**config.mk**
```make
export PLATFORM = sky130hd
export DESIGN_NAME = mem_arbiter
export DESIGN_NICKNAME = d
export VERILOG_FILES = /design/src/rtl/mem_arbiter.sv
export SDC_FILE = /design/constraint.sdc
export NUM_CORES = 1
export LEC_CHECK = 0
export CORE_AREA = 2 2 519 521
export DETAILED_ROUTE_END_ITERATION = 10
export DIE_AREA = 0 0 521 523
export PLACE_DENSITY = 0.31
export RECOVER_POWER = 100
export SYNTH_ARGS = -nofsm -noshare
export SYNTH_HDL_FRONTEND = slang
export SYNTH_SLANG_ARGS = --single-unit
```
**constraint.sdc**
```tcl
create_clock -name clk_i -period 22.5 [get_ports clk_i]
set_clock_uncertainty 0.15 [all_clocks]
set_input_delay 6.75 -clock clk_i [delete_from_list [all_inputs] [get_ports clk_i]]
set_output_delay 6.75 -clock clk_i [all_outputs]
set_load 0.005 [all_outputs]
```
**src/rtl/mem_arbiter.sv**
```systemverilog
// Round-robin two-requester arbiter and sequencer for the matrix engine scratch memory.
// Drives registered memory pins and returns read data after a fixed three-cycle latency.
module mem_arbiter #(
    parameter int DATA_W = 256,
    parameter int ADDR_W = 8
) (
    input  logic              clk_i,
    input  logic              rst_i,
    input  logic              req0_i,
    input  logic              rw0_i,
    input  logic [ADDR_W-1:0] addr0_i,
    input  logic [DATA_W-1:0] wdata0_i,
    input  logic              req1_i,
    input  logic              rw1_i,
    input  logic [ADDR_W-1:0] addr1_i,
    input  logic [DATA_W-1:0] wdata1_i,
    output logic              gnt0_o,
    output logic              gnt1_o,
    output logic              rvalid0_o,
    output logic              rvalid1_o,
    output logic [DATA_W-1:0] rdata_o,
    output logic              mem_en_o,
    output logic              mem_rw_o,
    output logic [ADDR_W-1:0] mem_addr_o,
    output logic [DATA_W-1:0] mem_data_o,
    input  logic [DATA_W-1:0] mem_data_i
);

    logic              last_gnt;
    logic              acc;
    logic              sel;
    logic              sel_rw;
    logic [ADDR_W-1:0] sel_addr;
    logic [DATA_W-1:0] sel_wdata;
    logic              s1_valid;
    logic              s1_id;
    logic              s2_valid;
    logic              s2_id;

    // On a tie, the requester that was not served last wins.
    assign gnt0_o = req0_i & (~req1_i | last_gnt) & ~rst_i;
    assign gnt1_o = req1_i & (~req0_i | ~last_gnt) & ~rst_i;

    assign acc       = gnt0_o | gnt1_o;
    assign sel       = gnt1_o;
    assign sel_rw    = sel ? rw1_i : rw0_i;
    assign sel_addr  = sel ? addr1_i : addr0_i;
    assign sel_wdata = sel ? wdata1_i : wdata0_i;

    always_ff @(posedge clk_i or posedge rst_i) begin
        if (rst_i) begin
            last_gnt   <= 1'b1;
            mem_en_o   <= 1'b0;
            mem_rw_o   <= 1'b0;
            mem_addr_o <= '0;
            mem_data_o <= '0;
        end else begin
            mem_en_o <= acc;
            if (acc) begin
                last_gnt   <= sel;
                mem_rw_o   <= sel_rw;
                mem_addr_o <= sel_addr;
                mem_data_o <= sel_wdata;
            end
        end
    end

    // Return pipeline tracks reads until the memory output is valid.
    always_ff @(posedge clk_i or posedge rst_i) begin
        if (rst_i) begin
            s1_valid  <= 1'b0;
            s1_id     <= 1'b0;
            s2_valid  <= 1'b0;
            s2_id     <= 1'b0;
            rvalid0_o <= 1'b0;
            rvalid1_o <= 1'b0;
            rdata_o   <= '0;
        end else begin
            s1_valid  <= acc & sel_rw;
            s1_id     <= sel;
            s2_valid  <= s1_valid;
            s2_id     <= s1_id;
            rvalid0_o <= s2_valid & ~s2_id;
            rvalid1_o <= s2_valid & s2_id;
            if (s2_valid) begin
                rdata_o <= mem_data_i;
            end
        end
    end

endmodule

```
==> impl_metrics.csv, run 1 <==
group,metric,value,unit
floorplan,dieArea,272500,um^2
drt,wire_per_inst,24.83,um
floorplan,fp-row-count,190,
critical_path,path_delay_family,"buffers and inverters",
critical_path,cp.buffers_inverters,5,
logic_synthesis,syn_avg_cell_area,10.90,um^2
global_routing,gr-usage-met1,13.73,%
sta,setup_slack,4.912,ns
clock_tree,cts_tree,"done",
clock_tree,clk_latency,0.71,ns
sta,holdWs,0.2575,ns
drt,ant_nets,0,
global_routing,grt_util_met2,19.73,%
clock_tree,post_cts_resized,0,
logic_synthesis,ys_seq_area_share,58.77,%
layout,syn_to_final_growth,86.40,%
drt,vias,22560,
global_routing,grt_max_degree,192,
global_routing,grt_pass1_vias,22920,
layout,nNetsFinal,4079,
clock_tree,cts_root_buffer,"clkbuf_16",
critical_path,setup.worst_path.end_class,"register",
sta,rsz0062_at_grt,"false",
run,maxCapViolCount,15,
critical_path,crit_slowest_cell,"clkbuf_1",
floorplan,die_w,521,um
clock_tree,clock-sinks,529,
place,dp_slack,6.183,ns
floorplan,fp.coreArea,267000,um^2
critical_path,cp.arrival,17.97,ns
logic_synthesis,ys_seq_elements,529,
clock_tree,cts_buffers,79,
status,violations,"max-capacitance violations, max-slew violations",
clock_tree,clk_pin_slew,0.06,ns
sta,fmax,56.86,MHz
logic_synthesis,yosysWarnings,0,
drt,viasPerCell,3.249,
global_routing,busiest_layer,"met2",
layout,fin_cells,6944,
sta,setup-violations-final,0,
critical_path,critical_path_peak_fanout,191,
global_routing,antenna_found_initial,137,
logic_synthesis,synth_area,22530,um^2
critical_path,crit_required,22.88,ns
pwr,finalPower,3.360,mW
sta,post-route-period-util,78.17,%
min_path,hp-class,"register to register",
drt,drc_errors,0,
critical_path,r2r_slack,9.86,ns
clock_tree,clk_path_buf_depth,3,
sta,tns,0,ns
place,port_buffers,1315,
place,dp_cells,6760,
place,placed_area,39450,um^2
drt,wirelength,172.4,mm
place,gp_routability_congestion,0.8032,
floorplan,die_h,523,um
drt,dr.pass1.iters,5,
status,status,"complete, but fails checks",
pwr,p_per_area,80.03,nW/um^2
logic_synthesis,syn_inst,2066,
drt,drtIter0Drc,1195,
sta,worst_pin_slew,8.750,ns
critical_path,slowest_delay,6.04,ns
critical_path,crit_type,"primary input to register",
critical_path,crit_chain,"dlygate4sd3_1 -> o21ba_2 -> clkbuf_1 -> buf_4 -> clkbuf_1 -> buf_4 -> a31oi_1",
global_routing,grt_usage,12.16,%
floorplan,start_util,8.437,%
sta,fin_crit,17.59,ns
pwr,leakagePower,15.06,nW
clock_tree,cts_hold_buf,0,
sta,slew_violations,1127,
layout,finalInstanceArea,41990,um^2
logic_synthesis,netlist-cell-type-count,22,
logic_synthesis,syn_nets,2856,
global_routing,grt_first_pass_wirelength,223.6,mm
clock_tree,cts_setup_buffers,0,
place,dp_hpwl,137.2,mm
critical_path,start_kind,"primary input",
sta,finalHoldViolCount,0,
clock_tree,cts_max_level,3,
global_routing,grt_overflow,0,
pwr,vdd_drop_max,0.00004721,V
layout,layout-drive-gt1-share,11.95,%
floorplan,io_pins,1316,
layout,postLayoutCoreUtil,15.73,%
sta,slew_headroom,-483.3,%
global_routing,grtUsageMet3,6.488,%
## worst register-to-register path, delay by kind of cell (launching register included)
kind                   cells  cell delay (ns)
buffers and inverters      2             8.94
DFF                        1             2.25
muxes                      1             1.18
## where the power goes
group          internal (mW)  switching (mW)
clock network          0.714           0.549
registers               1.12          0.0990
logic                  0.482           0.393
total                   2.32            1.04
## layout by cell type (no fill, tap or decap)
cell / netlist / final
dfrtp_1: 528 / 528
diode_2: 0 / 45
a21boi_0: 1 / 1
o21ai_1: 11 / 11
inv_6: 0 / 3
dlygate4sd3_1: 0 / 650
clkbuf_16: 0 / 79
clkbuf_1: 47 / 33
mux2_1: 0 / 1
inv_1: 2 / 1
mux2_2: 256 / 255
nor2_1: 266 / 266
inv_16: 0 / 2
nand2b_1: 1 / 2
a21oi_1: 1 / 1
clkbuf_8: 0 / 11
nand3_1: 265 / 265
o21ba_2: 1 / 1
clkinv_2: 0 / 14
o21ai_0: 255 / 255
clkinvlp_4: 0 / 1
and2_1: 2 / 1
a31oi_1: 265 / 265
nor2b_4: 0 / 1
clkinvlp_2: 0 / 1
clkinv_4: 0 / 3
buf_12: 0 / 1
clkdlybuf4s50_1: 0 / 665
nand2_4: 0 / 1
nor2b_1: 2 / 1
clkinv_16: 0 / 2
and2_4: 0 / 1
buf_4: 17 / 19
dfstp_2: 1 / 1
clkinv_8: 0 / 2
nand2_1: 2 / 1
bufinv_16: 0 / 2
## sequential cells by signal, indices dropped and copies added (netlist names)
register,cells
rdata_o,256
last_gnt,1
mem_addr_o,8
rvalid1_o,1
s1_valid,1
s2_valid,1
mem_en_o,1
s1_id,1
mem_data_o,256
s2_id,1
rvalid0_o,1
mem_rw_o,1
## cells in the mapped netlist
cell      number  area [um^2]
buf_4         17        127.6
inv_1          2        7.510
a21oi_1        1        5.000
a21boi_0       1        7.510
buf_1          2        7.510
nand3_1      265         1326
a31oi_1      265         1658
nor2b_1        2        12.51
mux2_2       256         2883
and2_1         2        12.51
nand2_1        2        7.510
dfstp_2        1        26.28
o21ai_0      255         1276
buf_2        110        550.5
nand2b_1       1        6.260
nand2b_2       1        8.760
nor2_1       266        998.5
o21ai_1       11        55.05
clkbuf_2      30        150.1
clkbuf_1      47        176.4
dfrtp_1      528        13210
o21ba_2        1        10.01
## metal layers
layer | vias up | routed length (um)
li1 | 9997 | -
met1 | 11020 | 66890
met2 | 1204 | 80280
met3 | 250 | 20930
met4 | 90 | 3715
met5 | - | 594
## logic make-up after synthesis
kind of cell / synth area share [%]
AND/OR/NAND/NOR: 10.53
AO/OA/AOI/OAI: 13.37
flip-flops: 58.77
multiplexers: 12.80
buffers and inverters: 4.527
## worst paths after layout
path | cells after the start | start | end
min in group asynchronous | 2 | rst_i | mem_data_o[110]$_DFFE_PP0P_
worst max-delay path | 7 | rst_i | mem_data_o[228]$_DFFE_PP0P_
worst min register to register | 0 | s1_id$_DFF_PP0_ | s2_id$_DFF_PP0_
worst min-delay path | 0 | s1_id$_DFF_PP0_ | s2_id$_DFF_PP0_
max in group asynchronous | 4 | rst_i | mem_data_o[215]$_DFFE_PP0P_
worst max register to register | 3 | s2_valid$_DFF_PP0_ | rdata_o[240]$_DFFE_PP0P_
## cell type report
type                       count  area, um^2
inverter                       2       8.758
timing repair buffer        1348       13370
antenna                       45       112.6
fill                       29930      225000
clock buffer                 110        2203
tap                         3552        4444
clock inverter                29       322.8
multi-input combinational   1329        8282
sequential                   529       13240
(Power assumes the default switching activity.)
==> run 2: changes to the inputs <==
CORE_AREA = 2 2 513 515   (was 2 2 519 521)
DIE_AREA = 0 0 515 517   (was 0 0 521 523)
PLACE_DENSITY = 0.3   (was 0.31)
clock period = 18.3 ns   (was 22.5 ns; I/O delays follow)
==> run 2 against run 1 <==
Total power rose by 25%. Non-clock buffer count fell by 1. Cell count fell by 1.8%. Design area barely moved. Critical path depth fell by 2. The flow still finishes with violations (max-capacitance violations, max-slew violations).
==> impl_metrics.csv, run 2 (same netlist as run 1, synthesis figures left out) <==
group,metric,value,unit
pwr,switching_share,30.68,%
critical_path,start_kind,"primary input",
clock_tree,cts_tree,"done",
sta,tns,0,ns
layout,top_regs,"mem_data_o x256, rdata_o x256, mem_addr_o x8",
layout,final_common_cell,"dlygate4sd3_1",
drt,dr.pass1.iters,5,
place,port_buffers,1315,
pwr,finalPower,4.203,mW
clock_tree,clk_path_buf_depth,3,
sta,fmax,71.29,MHz
floorplan,dieArea,266300,um^2
pwr,p_seq_share,35.7,%
layout,finalInstanceArea,42020,um^2
layout,nNetsFinal,4079,
status,violations,"max-capacitance violations, max-slew violations",
floorplan,fp-row-count,188,
sta,slew_violations,728,
global_routing,antenna_found_initial,134,
sta,worst_pin_slew,7.559,ns
min_path,hp-class,"register to register",
layout,final_cell_mix,"dlygate4sd3_1, clkdlybuf4s50_1, dfrtp_1, nor2_1",
global_routing,grt_usage,12.26,%
floorplan,io_pins,1316,
global_routing,grt_first_pass_wirelength,222.0,mm
sta,rsz0062_at_grt,"false",
sta,fin_crit,14.03,ns
clock_tree,clk_pin_slew,0.06,ns
clock_tree,cts_buffers,80,
global_routing,grt_max_degree,179,
drt,wirelength,169.7,mm
critical_path,cp.arrival,14.60,ns
pwr,p_per_area,100.0,nW/um^2
pwr,combPwrFrac,25.5,%
floorplan,start_util,8.627,%
critical_path,crit_type,"primary input to async pin",
layout,postLayoutCoreUtil,16.09,%
clock_tree,clock-sinks,529,
pwr,vdd_drop_max,0.00006188,V
layout,syn_to_final_growth,86.54,%
drt,drc_errors,0,
drt,wire_per_inst,24.90,um
run,maxCapViolCount,13,
floorplan,die_h,517,um
sta,finalHoldViolCount,0,
sta,post-route-period-util,76.66,%
sta,setup-violations-final,0,
place,dp_hpwl,133.3,mm
clock_tree,clk_latency,0.73,ns
layout,layout-drive-gt1-share,11.88,%
place,gp_routability_congestion,0.7882,
pwr,leakagePower,15.14,nW
layout,fin_cells,6817,
critical_path,crit_required,18.87,ns
floorplan,fp.coreArea,261100,um^2
clock_tree,post_cts_resized,0,
critical_path,critical_path_peak_fanout,103,
drt,viasPerCell,3.282,
global_routing,grt_overflow,0,
place,placed_area,39290,um^2
clock_tree,cts_max_level,3,
status,status,"complete, but fails checks",
sta,slew_headroom,-403.9,%
drt,drtIter0Drc,1222,
clock_tree,cts_hold_buf,0,
floorplan,die_w,515,um
pwr,p_sw,1.290,mW
place,dp_cells,6627,
drt,vias,22380,
pwr,power.share.clock,38.8,%
clock_tree,cts_setup_buffers,0,
global_routing,grt_pass1_vias,23030,
pwr,internal-power,2.914,mW
drt,ant_nets,0,
clock_tree,cts_root_buffer,"clkbuf_16",
critical_path,setup.worst_path.end_class,"async pin",
run 2: cell types whose count changed in the layout (fill, tap and decap cells not counted), sizes merged:
cell	before	now
clkinvlp	2	3
clkdlybuf4s50	665	647
dlygate4sd3	650	668
bufinv	2	6
diode	45	46
inv	6	4
clkinv	21	14
clkbuf	123	131
run 2: final timing paths:
check,startpoint,endpoint,slack [ns],cells past startpoint
min reg2reg,s2_id$_DFF_PP0_,rvalid0_o$_DFF_PP0_,0.28,1
max reg2reg,s2_valid$_DFF_PP0_,rdata_o[207]$_DFFE_PP0P_,10.90,3
min,s2_id$_DFF_PP0_,rvalid0_o$_DFF_PP0_,0.28,1
max in group clk_i,rst_i,gnt1_o,4.59,4
max,rst_i,rdata_o[227]$_DFFE_PP0P_,4.27,5
min in group asynchronous,rst_i,rdata_o[67]$_DFFE_PP0P_,8.32,3
run 2: worst max-delay path, cell delays in order:
cell,delay [ns]
dlygate4sd3_1,0.64
clkinvlp_4,0.10
clkbuf_1,5.19
clkbuf_1,2.09
buf_4,0.85
run 2: routing by layer:
layer	wire [um]	up-vias	GRT usage [%]	part of all wire [%]
met5	487	-	0	0.29
met4	3724	76	3.107	2.2
met3	19340	250	5.827	11
met2	82680	1146	21.15	49
met1	63500	10910	13.44	37
li1	-	9995	-	-
run 2: stage by stage:
stage	setup slack (ns)	hold WS, ns
after floorplan	5.471	0.1812
after global placement	4.697	0.2629
after detailed placement	4.709	0.2731
after CTS	4.695	0.2922
after global routing	2.526	0.3254
final	4.272	0.2839
run 2: layout make-up:
| type | count | area (um^2) |
|---|---|---|
| multi-input combinational | 1329 | 8274 |
| timing repair buffer | 1347 | 13410 |
| fill | 29130 | 219100 |
| antenna | 46 | 115.1 |
| sequential | 529 | 13240 |
| clock buffer | 119 | 2278 |
| inverter | 2 | 11.26 |
| tap | 3420 | 4279 |
| clock inverter | 25 | 414.1 |
run 2: power groups by stage:
stage / clock network [mW] / logic, mW / registers [mW]
2_1_floorplan: 0 / 0.324 / 1.52
3_3_place_gp: 0 / 1.20 / 1.53
3_5_place_dp: 0 / 1.19 / 1.53
4_1_cts: 1.72 / 1.20 / 1.51
5_1_grt: 1.76 / 1.16 / 1.53
6_report: 1.63 / 1.07 / 1.50
==> run 3: changes to the inputs <==
CORE_AREA = 2 2 519 521   (was 2 2 513 515)
DIE_AREA = 0 0 521 523   (was 0 0 515 517)
PLACE_DENSITY = 0.31   (was 0.3)
clock period = 12.1 ns   (was 18.3 ns; I/O delays follow)
==> run 3 against run 2 <==
The run still ends with max-capacitance violations, max-slew violations left. First-iteration DRC count rose by 1.6%. Design area is 0.45% higher. Core utilization fell by 0.28 points. Via count is essentially flat. Hold slack got worse by 0.036 ns. Global-route usage fell by 0.27 points.
==> impl_metrics.csv, run 3 (same netlist as run 1, synthesis figures left out) <==
group,metric,value,unit
place,port_buffers,1315,
floorplan,die_h,523,um
critical_path,crit_required,12.57,ns
drt,drc_errors,0,
clock_tree,clk_path_buf_depth,3,
clock_tree,cts_tree,"done",
run,maxCapViolCount,14,
min_path,min_path_cells,0,
min_path,hp-start,"s1_valid$_DFF_PP0_",
sta,finalHoldViolCount,0,
floorplan,fp.coreArea,267000,um^2
critical_path,critical_path_peak_fanout,85,
sta,slew_violations,820,
critical_path,crit_type,"primary input to register",
layout,nNetsFinal,4078,
sta,slew_headroom,-202.9,%
sta,worst_pin_slew,4.544,ns
floorplan,start_util,8.437,%
global_routing,grt_pass1_vias,22830,
clock_tree,clk_latency,0.72,ns
drt,dr.pass1.iters,5,
pwr,leakagePower,15.15,nW
critical_path,r2r_start,"s2_valid$_DFF_PP0_",
critical_path,start_kind,"primary input",
pwr,finalPower,6.364,mW
clock_tree,cts_max_level,3,
layout,final_common_cell,"clkdlybuf4s50_1",
layout,syn_to_final_growth,87.39,%
place,dp_hpwl,134.9,mm
layout,top_regs,"mem_data_o x256, rdata_o x256, mem_addr_o x8",
status,status,"complete, but fails checks",
critical_path,crit-reg2reg-capture,"rdata_o[199]$_DFFE_PP0P_",
drt,wirelength,170.2,mm
drt,viasPerCell,3.228,
min_path,hold_path_end,"s2_valid$_DFF_PP0_",
clock_tree,cts_root_buffer,"clkbuf_16",
clock_tree,clk_pin_slew,0.05,ns
sta,post-route-period-util,84.99,%
drt,ant_nets,0,
pwr,vdd_drop_max,0.00009697,V
floorplan,io_pins,1316,
critical_path,r2r_cells,3,
floorplan,fp-row-count,190,
sta,tns,0,ns
global_routing,grt_first_pass_wirelength,221.9,mm
sta,fmax,97.24,MHz
drt,drtIter0Drc,1241,
global_routing,antenna_found_initial,131,
clock_tree,clock-sinks,529,
sta,fin_crit,10.28,ns
global_routing,grt_max_degree,181,
pwr,p_per_area,150.8,nW/um^2
global_routing,grt_usage,11.99,%
status,violations,"max-capacitance violations, max-slew violations",
drt,vias,22370,
floorplan,dieArea,272500,um^2
critical_path,r2r_slack,2.72,ns
place,gp_routability_congestion,0.8191,
floorplan,die_w,521,um
global_routing,grt_overflow,0,
sta,setup-violations-final,0,
clock_tree,cts_setup_buffers,0,
critical_path,cp.arrival,10.75,ns
min_path,hp-class,"register to register",
layout,final_cell_mix,"clkdlybuf4s50_1, dlygate4sd3_1, dfrtp_1, nor2_1",
drt,wire_per_inst,24.55,um
clock_tree,post_cts_resized,0,
critical_path,setup.worst_path.end_class,"register",
sta,rsz0062_at_grt,"false",
layout,layout-drive-gt1-share,12.06,%
clock_tree,cts_hold_buf,0,
clock_tree,cts_buffers,81,
-- run 3: cell types whose count changed in the layout (fill, tap and decap cells not counted), moves of 2 or more --
cell	change
dlygate4sd3_1	-73
clkbuf_1	-5
o21ai_1	-10
clkdlybuf4s50_1	+73
inv_6	-2
o21ai_0	+10
diode_2	-17
buf_12	+2
buf_4	-5
clkbuf_8	+4
clkbuf_2	+2
-- run 3: worst max-delay path by stage --
stage	start	endpoint	slack, ns	cells past startpoint
CTS	rst_i	gnt1_o	2.69	4
floorplan	rst_i	mem_addr_o[0]$_DFFE_PP0P_	1.13	1
global placement	rst_i	gnt1_o	2.71	4
detailed placement	rst_i	gnt1_o	2.70	4
finish	rst_i	mem_data_o[164]$_DFFE_PP0P_	1.82	7
global route	rst_i	mem_data_o[238]$_DFFE_PP0P_	1.37	7
-- run 3: layer usage --
layer | vias to the layer above | global-route usage, % | part of all wire [%]
met5 | - | 0 | 0.46
met4 | 122 | 3.018 | 2.2
met3 | 304 | 6.818 | 13
met2 | 1185 | 19.38 | 46
met1 | 10800 | 13.52 | 39
li1 | 9961 | - | -
-- run 3: layout make-up --
| type | count | area, um^2 |
|---|---|---|
| flip-flops and latches | 529 | 13240 |
| fillers | 29910 | 224800 |
| diodes | 29 | 72.57 |
| inverters | 2 | 8.758 |
| well taps | 3552 | 4444 |
| repair buffers | 1345 | 13420 |
| clock inverters | 25 | 395.4 |
| clock buffers | 120 | 2344 |
| multi-input cells | 1329 | 8289 |
-- run 3: worst max-delay path, stage by stage --
cell and delay (ns):
dlygate4sd3_1 0.67, nand2b_4 0.62, clkbuf_1 2.41, clkbuf_1 1.70
buf_4 0.92, o21ai_0 0.28, a31oi_1 0.22
-- run 3: power by group --
part	total, mW	internal, mW	switching (mW)
Clock	2.48	1.46	1.03
Combinational	1.61	0.883	0.730
Sequential	2.27	2.09	0.180
-- run 3: metrics by stage --
| stage | std cells | hold WS, ns | util, % | worst slack [ns] | area [um^2] |
|---|---|---|---|---|---|
| floorplan | 2066 | 0.1812 | - | 1.131 | 22530 |
| global placement | 6757 | 0.2799 | 14.78 | 2.712 | 39470 |
| detailed placement | 6757 | 0.2525 | 14.78 | 2.700 | 39470 |
| CTS | 6902 | 0.2469 | 15.81 | 2.687 | 42210 |
| global route | 6906 | 0.2466 | 15.79 | 1.372 | 42150 |
| finish | 6931 | 0.2478 | 15.81 | 1.816 | 42210 |
